$ cat src/rtl/i2c_cmd_queue.sv
// i2c_cmd_queue: buffers I2C commands, issues them one at a time to an I2C
// controller, and queues the completed results (data, ack error, timeout).
module i2c_cmd_queue #(
    parameter int DEPTH   = 4,
    parameter int TIMEOUT = 4096
) (
    input  logic       clk,
    input  logic       rst,
    input  logic       cmd_valid,
    output logic       cmd_ready,
    input  logic       cmd_op,
    input  logic [6:0] cmd_addr,
    input  logic [7:0] cmd_data,
    output logic       rsp_valid,
    input  logic       rsp_ready,
    output logic [7:0] rsp_data,
    output logic       rsp_op,
    output logic       rsp_err,
    output logic       rsp_timeout,
    output logic       i2c_newd,
    output logic       i2c_op,
    output logic [6:0] i2c_addr,
    output logic [7:0] i2c_din,
    input  logic [7:0] i2c_dout,
    input  logic       i2c_busy,
    input  logic       i2c_ack_err,
    input  logic       i2c_done,
    output logic [4:0] cmd_count,
    output logic       idle
);

    localparam int AW = (DEPTH > 1) ? $clog2(DEPTH) : 1;
    localparam int TW = $clog2(TIMEOUT) + 1;
    localparam logic [4:0]    FULL_CNT = 5'(DEPTH);
    localparam logic [TW-1:0] TMO_LAST = TW'(TIMEOUT - 1);

    typedef enum logic [1:0] {S_IDLE, S_ISSUE, S_WAIT, S_RESP} state_t;

    // Command FIFO: entry {op, addr, data}
    logic [15:0]   cmd_mem_q [DEPTH];
    logic [AW-1:0] cmd_wptr_q, cmd_wptr_d, cmd_rptr_q, cmd_rptr_d;
    logic [4:0]    cmd_cnt_q, cmd_cnt_d;
    logic          cmd_push, cmd_pop;
    logic [15:0]   cmd_head;

    // Response FIFO: entry {timeout, err, op, data}
    logic [10:0]   rsp_mem_q [DEPTH];
    logic [AW-1:0] rsp_wptr_q, rsp_wptr_d, rsp_rptr_q, rsp_rptr_d;
    logic [4:0]    rsp_cnt_q, rsp_cnt_d;
    logic          rsp_push, rsp_pop;
    logic [10:0]   rsp_head, rsp_entry;

    // Transaction state
    state_t        state_q, state_d;
    logic [TW-1:0] tmo_q, tmo_d;
    logic          newd_q, newd_d;
    logic          op_q, op_d;
    logic [6:0]    addr_q, addr_d;
    logic [7:0]    din_q, din_d;
    logic [10:0]   cap_q, cap_d;

    assign cmd_ready = (cmd_cnt_q != FULL_CNT);
    assign cmd_push  = cmd_valid && cmd_ready;
    assign cmd_head  = cmd_mem_q[cmd_rptr_q];
    assign cmd_count = cmd_cnt_q;

    assign rsp_valid = (rsp_cnt_q != 5'd0);
    assign rsp_pop   = rsp_valid && rsp_ready;
    assign rsp_head  = rsp_mem_q[rsp_rptr_q];
    // Storage is not reset, so an empty FIFO presents zeros instead of stale data.
    assign rsp_entry = rsp_valid ? rsp_head : 11'd0;
    assign {rsp_timeout, rsp_err, rsp_op, rsp_data} = rsp_entry;

    assign i2c_newd = newd_q;
    assign i2c_op   = op_q;
    assign i2c_addr = addr_q;
    assign i2c_din  = din_q;
    assign idle     = (state_q == S_IDLE) && (cmd_cnt_q == 5'd0) && (rsp_cnt_q == 5'd0);

    // Next pointers and occupancy for both FIFOs; push+pop together keeps the count.
    always_comb begin
        cmd_wptr_d = cmd_push ? cmd_wptr_q + AW'(1) : cmd_wptr_q;
        cmd_rptr_d = cmd_pop  ? cmd_rptr_q + AW'(1) : cmd_rptr_q;
        cmd_cnt_d  = cmd_cnt_q;
        if (cmd_push && !cmd_pop) cmd_cnt_d = cmd_cnt_q + 5'd1;
        else if (!cmd_push && cmd_pop) cmd_cnt_d = cmd_cnt_q - 5'd1;

        rsp_wptr_d = rsp_push ? rsp_wptr_q + AW'(1) : rsp_wptr_q;
        rsp_rptr_d = rsp_pop  ? rsp_rptr_q + AW'(1) : rsp_rptr_q;
        rsp_cnt_d  = rsp_cnt_q;
        if (rsp_push && !rsp_pop) rsp_cnt_d = rsp_cnt_q + 5'd1;
        else if (!rsp_push && rsp_pop) rsp_cnt_d = rsp_cnt_q - 5'd1;
    end

    // FIFO storage writes (data path, no reset)
    always_ff @(posedge clk) begin
        if (cmd_push) cmd_mem_q[cmd_wptr_q] <= {cmd_op, cmd_addr, cmd_data};
        if (rsp_push) rsp_mem_q[rsp_wptr_q] <= cap_q;
    end

    // Transaction FSM: next state, controller handshake and result capture
    always_comb begin
        state_d  = state_q;
        tmo_d    = tmo_q;
        newd_d   = 1'b0;
        op_d     = op_q;
        addr_d   = addr_q;
        din_d    = din_q;
        cap_d    = cap_q;
        cmd_pop  = 1'b0;
        rsp_push = 1'b0;
        case (state_q)
            S_IDLE: begin
                // Only start when the result is guaranteed a slot in the response FIFO.
                if ((cmd_cnt_q != 5'd0) && (rsp_cnt_q != FULL_CNT)) begin
                    cmd_pop               = 1'b1;
                    {op_d, addr_d, din_d} = cmd_head;
                    state_d               = S_ISSUE;
                end
            end
            S_ISSUE: begin
                if (!i2c_busy) begin
                    newd_d  = 1'b1;
                    tmo_d   = '0;
                    state_d = S_WAIT;
                end
            end
            S_WAIT: begin
                // A done in the last allowed cycle still counts as a completion.
                if (i2c_done) begin
                    cap_d   = {1'b0, i2c_ack_err, op_q, (op_q ? i2c_dout : 8'h00)};
                    state_d = S_RESP;
                end else if (tmo_q == TMO_LAST) begin
                    cap_d   = {1'b1, 1'b1, op_q, 8'h00};
                    state_d = S_RESP;
                end else begin
                    tmo_d = tmo_q + TW'(1);
                end
            end
            S_RESP: begin
                rsp_push = 1'b1;
                state_d  = S_IDLE;
            end
            default: state_d = S_IDLE;
        endcase
    end

    // Control registers with synchronous reset
    always_ff @(posedge clk) begin
        if (rst) begin
            state_q    <= S_IDLE;
            tmo_q      <= '0;
            newd_q     <= 1'b0;
            op_q       <= 1'b0;
            addr_q     <= 7'd0;
            din_q      <= 8'd0;
            cmd_wptr_q <= '0;
            cmd_rptr_q <= '0;
            cmd_cnt_q  <= 5'd0;
            rsp_wptr_q <= '0;
            rsp_rptr_q <= '0;
            rsp_cnt_q  <= 5'd0;
        end else begin
            state_q    <= state_d;
            tmo_q      <= tmo_d;
            newd_q     <= newd_d;
            op_q       <= op_d;
            addr_q     <= addr_d;
            din_q      <= din_d;
            cmd_wptr_q <= cmd_wptr_d;
            cmd_rptr_q <= cmd_rptr_d;
            cmd_cnt_q  <= cmd_cnt_d;
            rsp_wptr_q <= rsp_wptr_d;
            rsp_rptr_q <= rsp_rptr_d;
            rsp_cnt_q  <= rsp_cnt_d;
        end
    end

    // Captured result, only meaningful once RESP pushes it
    always_ff @(posedge clk) begin
        cap_q <= cap_d;
    end

endmodule

$ cat config.mk
export PLATFORM = sky130hd
export DESIGN_NAME = i2c_cmd_queue
export DESIGN_NICKNAME = d
export VERILOG_FILES = /design/src/rtl/i2c_cmd_queue.sv
export SDC_FILE = /design/constraint.sdc
export NUM_CORES = 1
export LEC_CHECK = 0
export BUFFER_PORTS_ARGS = -buffer_cell sky130_fd_sc_hd__buf_2
export CAP_MARGIN = 40
export CELL_PAD_IN_SITES_DETAIL_PLACEMENT = 0
export CELL_PAD_IN_SITES_GLOBAL_PLACEMENT = 1
export CORE_MARGIN = 2
export CORE_UTILIZATION = 49
export CTS_CLUSTER_SIZE = 12
export DETAILED_ROUTE_END_ITERATION = 10
export GPL_TIMING_DRIVEN = 0
export PLACE_DENSITY = 0.77
export SLEW_MARGIN = 40
export SYNTH_ARGS = -nofsm -noshare
export SYNTH_HDL_FRONTEND = slang
export SYNTH_SLANG_ARGS = --single-unit
$ cat constraint.sdc
create_clock -name clk -period 4.3 [get_ports clk]
set_clock_uncertainty 0.05 [all_clocks]
set_input_delay 0.86 -clock clk [delete_from_list [all_inputs] [get_ports clk]]
set_output_delay 0.86 -clock clk [all_outputs]
set_load 0.1 [all_outputs]
==> reports/qor.txt <==
Setup TNS Final = 0 ps
flops & latches, synth = 171
Num Clock Sinks = 171
Via density = 5.482
Placed Cells incl. Taps = 742
row count = 44
cells resized by post-CTS repair = 0
maximum clock path buffer count = 2
Final Cycle Share = 0.8426
max-cap violations = 0
P&R area growth vs syn = 15.53%
Slew Viols, Final = 0
Crit Reg-Reg Startpoint = cmd_count[3]
Comb power frac = 0.437
GRT Total Usage = 0.1814
sequential power share = 0.340
H-tree levels = 4
min cycle time layout = 3623 ps
Final Worst Setup Slack = 677.0 ps
net switching power = 2.775 mW
iteration count of the initial detailed-routing pass = 4
Synth area leader = edfxtp_1
RD Place Congestion = 0.8260
CP arrival = 2710 ps
worst setup path startpoint = rsp_cnt_q[0]
via count of the first global-routing pass = 4204
Worst slew margin = 0.4899
Core Area = 14420 um2
yosys synthesis warning count = 0
Int Pwr = 3.506 mW
Starting Density = 0.4971
cts hold-fix bufs = 0
Tightest Pin Transition = 765.2 ps
Num CTS Buffers = 17
synthesized area per cell = 14.57 um2
part of the power in the clock network = 0.224
Ant. Diodes = 0
PD cells = 758.1 nW/um2
DIE AREA = 15620 um2
Overflow after GRT = 0
Design Power = 6.281 mW
Setup Buffers After CTS = 0
most common flop cell mapped by yosys = edfxtp_1
Synth top area share = 0.4983
DRC violations left = 0
Leak = 2.999 nW
Crit Path Max Fanout = 10
CTS tree = yes
drt total wl = 13450 um
# fillers = 1179
syn_nets = 547
status = completed
non-filler instance count after layout = 774
detailed router's first-iteration violation count = 232
Tightest Hold Check Type = register to register
Port Buffers = 66
Post-Syn Area = 7171 um2
RSZ-0062 raised after global routing = no
via count = 4243
Critical Path End Type = primary output
global-route wire length before repair = 21850 um
die height = 125.0 um
Cell variety after synth = 57
leading post-synthesis cells by cell area = edfxtp_1 (50%), dfxtp_1 (15%), mux4_2 (8.5%)
Routed WL per cell = 17.38 um
nets = 632
layout cell share with drive strength beyond 1 = 0.2695
Setup WS pre-CTS = 861.0 ps
Sw Ratio = 0.4418
worst skew pair latency = 420 ps
worst vdd ir = 0.5305 mV
die extent in x = 125.0 um
Post-synth EDFFs = 119
Setup-failing EPs final = 0
initial antenna violation count = 0
Hold Vio Cnt, Final = 0
crit start category = register
Fmax = 0.2760 GHz
# IOs = 67
Worst Path Class, Setup = register to primary output
Post-Syn Instances = 492
Post-DP HPWL = 9066 um
largest net degree at the start of global routing = 17
sequential-to-total area share from yosys stat = 0.6435
ANT nets after route = 0
Worst Path Required = 3390 ps
Reg clk slew, reported paths = 60 ps
post-synthesis async set-or-reset flop share = 0
CTS root buf = clkbuf_16
hold path startpoint = i2c_addr[1]
[routing by layer]
metal,up-vias,track usage,share of wire
met5,-,0,0
met4,0,0.06601,0.017
met3,21,0.03894,0.046
met2,116,0.2973,0.49
met1,2067,0.2413,0.45
li1,2039,-,-
[cells in the final DEF (no fill, tap or decap), types with 4 or more instances in the layout]
master     synthesis  routed
o32ai_1            4       4
buf_2              4      70
mux4_2            27      27
inv_6              0       6
nor2b_1           15      15
nor2_1            27      27
xnor2_1            4       4
a21oi_1           17      16
ha_1              22      22
mux2i_1            7       7
and3_1            13      13
nand2_2            9       9
and2_1             9       5
clkbuf_16          0      17
clkbuf_1          14      16
and2_2             0       4
dfxtp_1           52      52
nor3_1             5       5
a211oi_1           6       6
xor2_1             7       7
inv_1             15      15
nand2_1           30      30
a21oi_2            9      10
nand2b_1           6       6
o21ai_0            6       6
a21o_1             4       4
nand4_1            6       6
edfxtp_1         119     119
a31oi_1            6       6
[worst max-delay path: stages (launching register included)]
cell and delay (ps):
dfxtp_1 360, or4_4 570, nor2_1 240, clkbuf_1 470, and3_1 220, buf_2 420
[cell type report]
type | count | area, um2 | area share
buffer | 22 | 111.4 | 0.01344
clock buffer | 21 | 460.4 | 0.05558
clock inverter | 11 | 83.83 | 0.01012
inverter | 17 | 68.82 | 0.008307
multi-input combinational | 282 | 2385 | 0.2879
sequential | 171 | 4614 | 0.5570
tap | 184 | 230.2 | 0.02779
timing repair buffer | 66 | 330.3 | 0.03987
[logic make-up (layout without fill, tap and decap cells)]
| family | count (synthesis) | count (layout) | share of synthesized area |
|---|---|---|---|
| AOI/OAI and AO/OA | 69 | 69 | 0.06701 |
| adders and majority gates | 24 | 24 | 0.04397 |
| buffers and inverters | 39 | 137 | 0.02513 |
| xor gates and xnor gates | 11 | 11 | 0.01344 |
| muxes | 36 | 36 | 0.09771 |
| DFF | 171 | 171 | 0.6435 |
| and+or+nand+nor | 142 | 142 | 0.1092 |
[through the flow]
| stage | hold WS, ps | area, um2 | utilization |
|---|---|---|---|
| after floorplan | 408.7 | 7171 | - |
| after global placement | 393.7 | 7731 | 0.5360 |
| after detailed placement | 394.2 | 7740 | 0.5366 |
| after CTS | 403.0 | 8284 | 0.5743 |
| after global routing | 424.4 | 8284 | 0.5743 |
| final | 402.0 | 8284 | 0.5743 |
[cell usage after synthesis (all sizes together) (7+ instances only)]
| cell type | n |
|---|---|
| edfxtp | 119 |
| dfxtp | 52 |
| nand2 | 39 |
| mux4 | 27 |
| nor2 | 27 |
| a21oi | 26 |
| ha | 22 |
| inv | 15 |
| nor2b | 15 |
| clkbuf | 14 |
| and3 | 13 |
| and2 | 9 |
| buf | 8 |
| mux2i | 7 |
| nand4 | 7 |
| o21ai | 7 |
| xor2 | 7 |
[registers in the layout (all words and copies together), names as in the netlist, named ones only]
| register | cells |
|---|---|
| i2c_newd | 1 |
| cmd_count | 5 |
| i2c_din | 8 |
| cmd_rptr_q | 2 |
| tmo_q | 13 |
| rsp_rptr_q | 2 |
| rsp_mem_q | 44 |
| rsp_cnt_q | 5 |
| cmd_wptr_q | 2 |
| state_q | 2 |
| i2c_op | 1 |
| rsp_wptr_q | 2 |
| cmd_mem_q | 64 |
| cap_q | 11 |
| i2c_addr | 7 |
[final timing paths]
path,end,slack (ps),cells after the start
setup / recovery,idle,680,5
hold / removal,i2c_addr[1],400,2
setup reg to reg,cmd_count[4],880,12
hold reg to reg,i2c_addr[1],400,2
[power by group through the flow]
stage	clock network, mW	registers, mW	logic (mW)
floorplan	0	2.75	1.67
global placement	0	2.16	2.74
detailed placement	0	2.17	2.77
CTS	1.44	2.14	2.78
global route	1.50	2.16	2.94
finish	1.41	2.13	2.74
(Power assumes the default switching activity.)
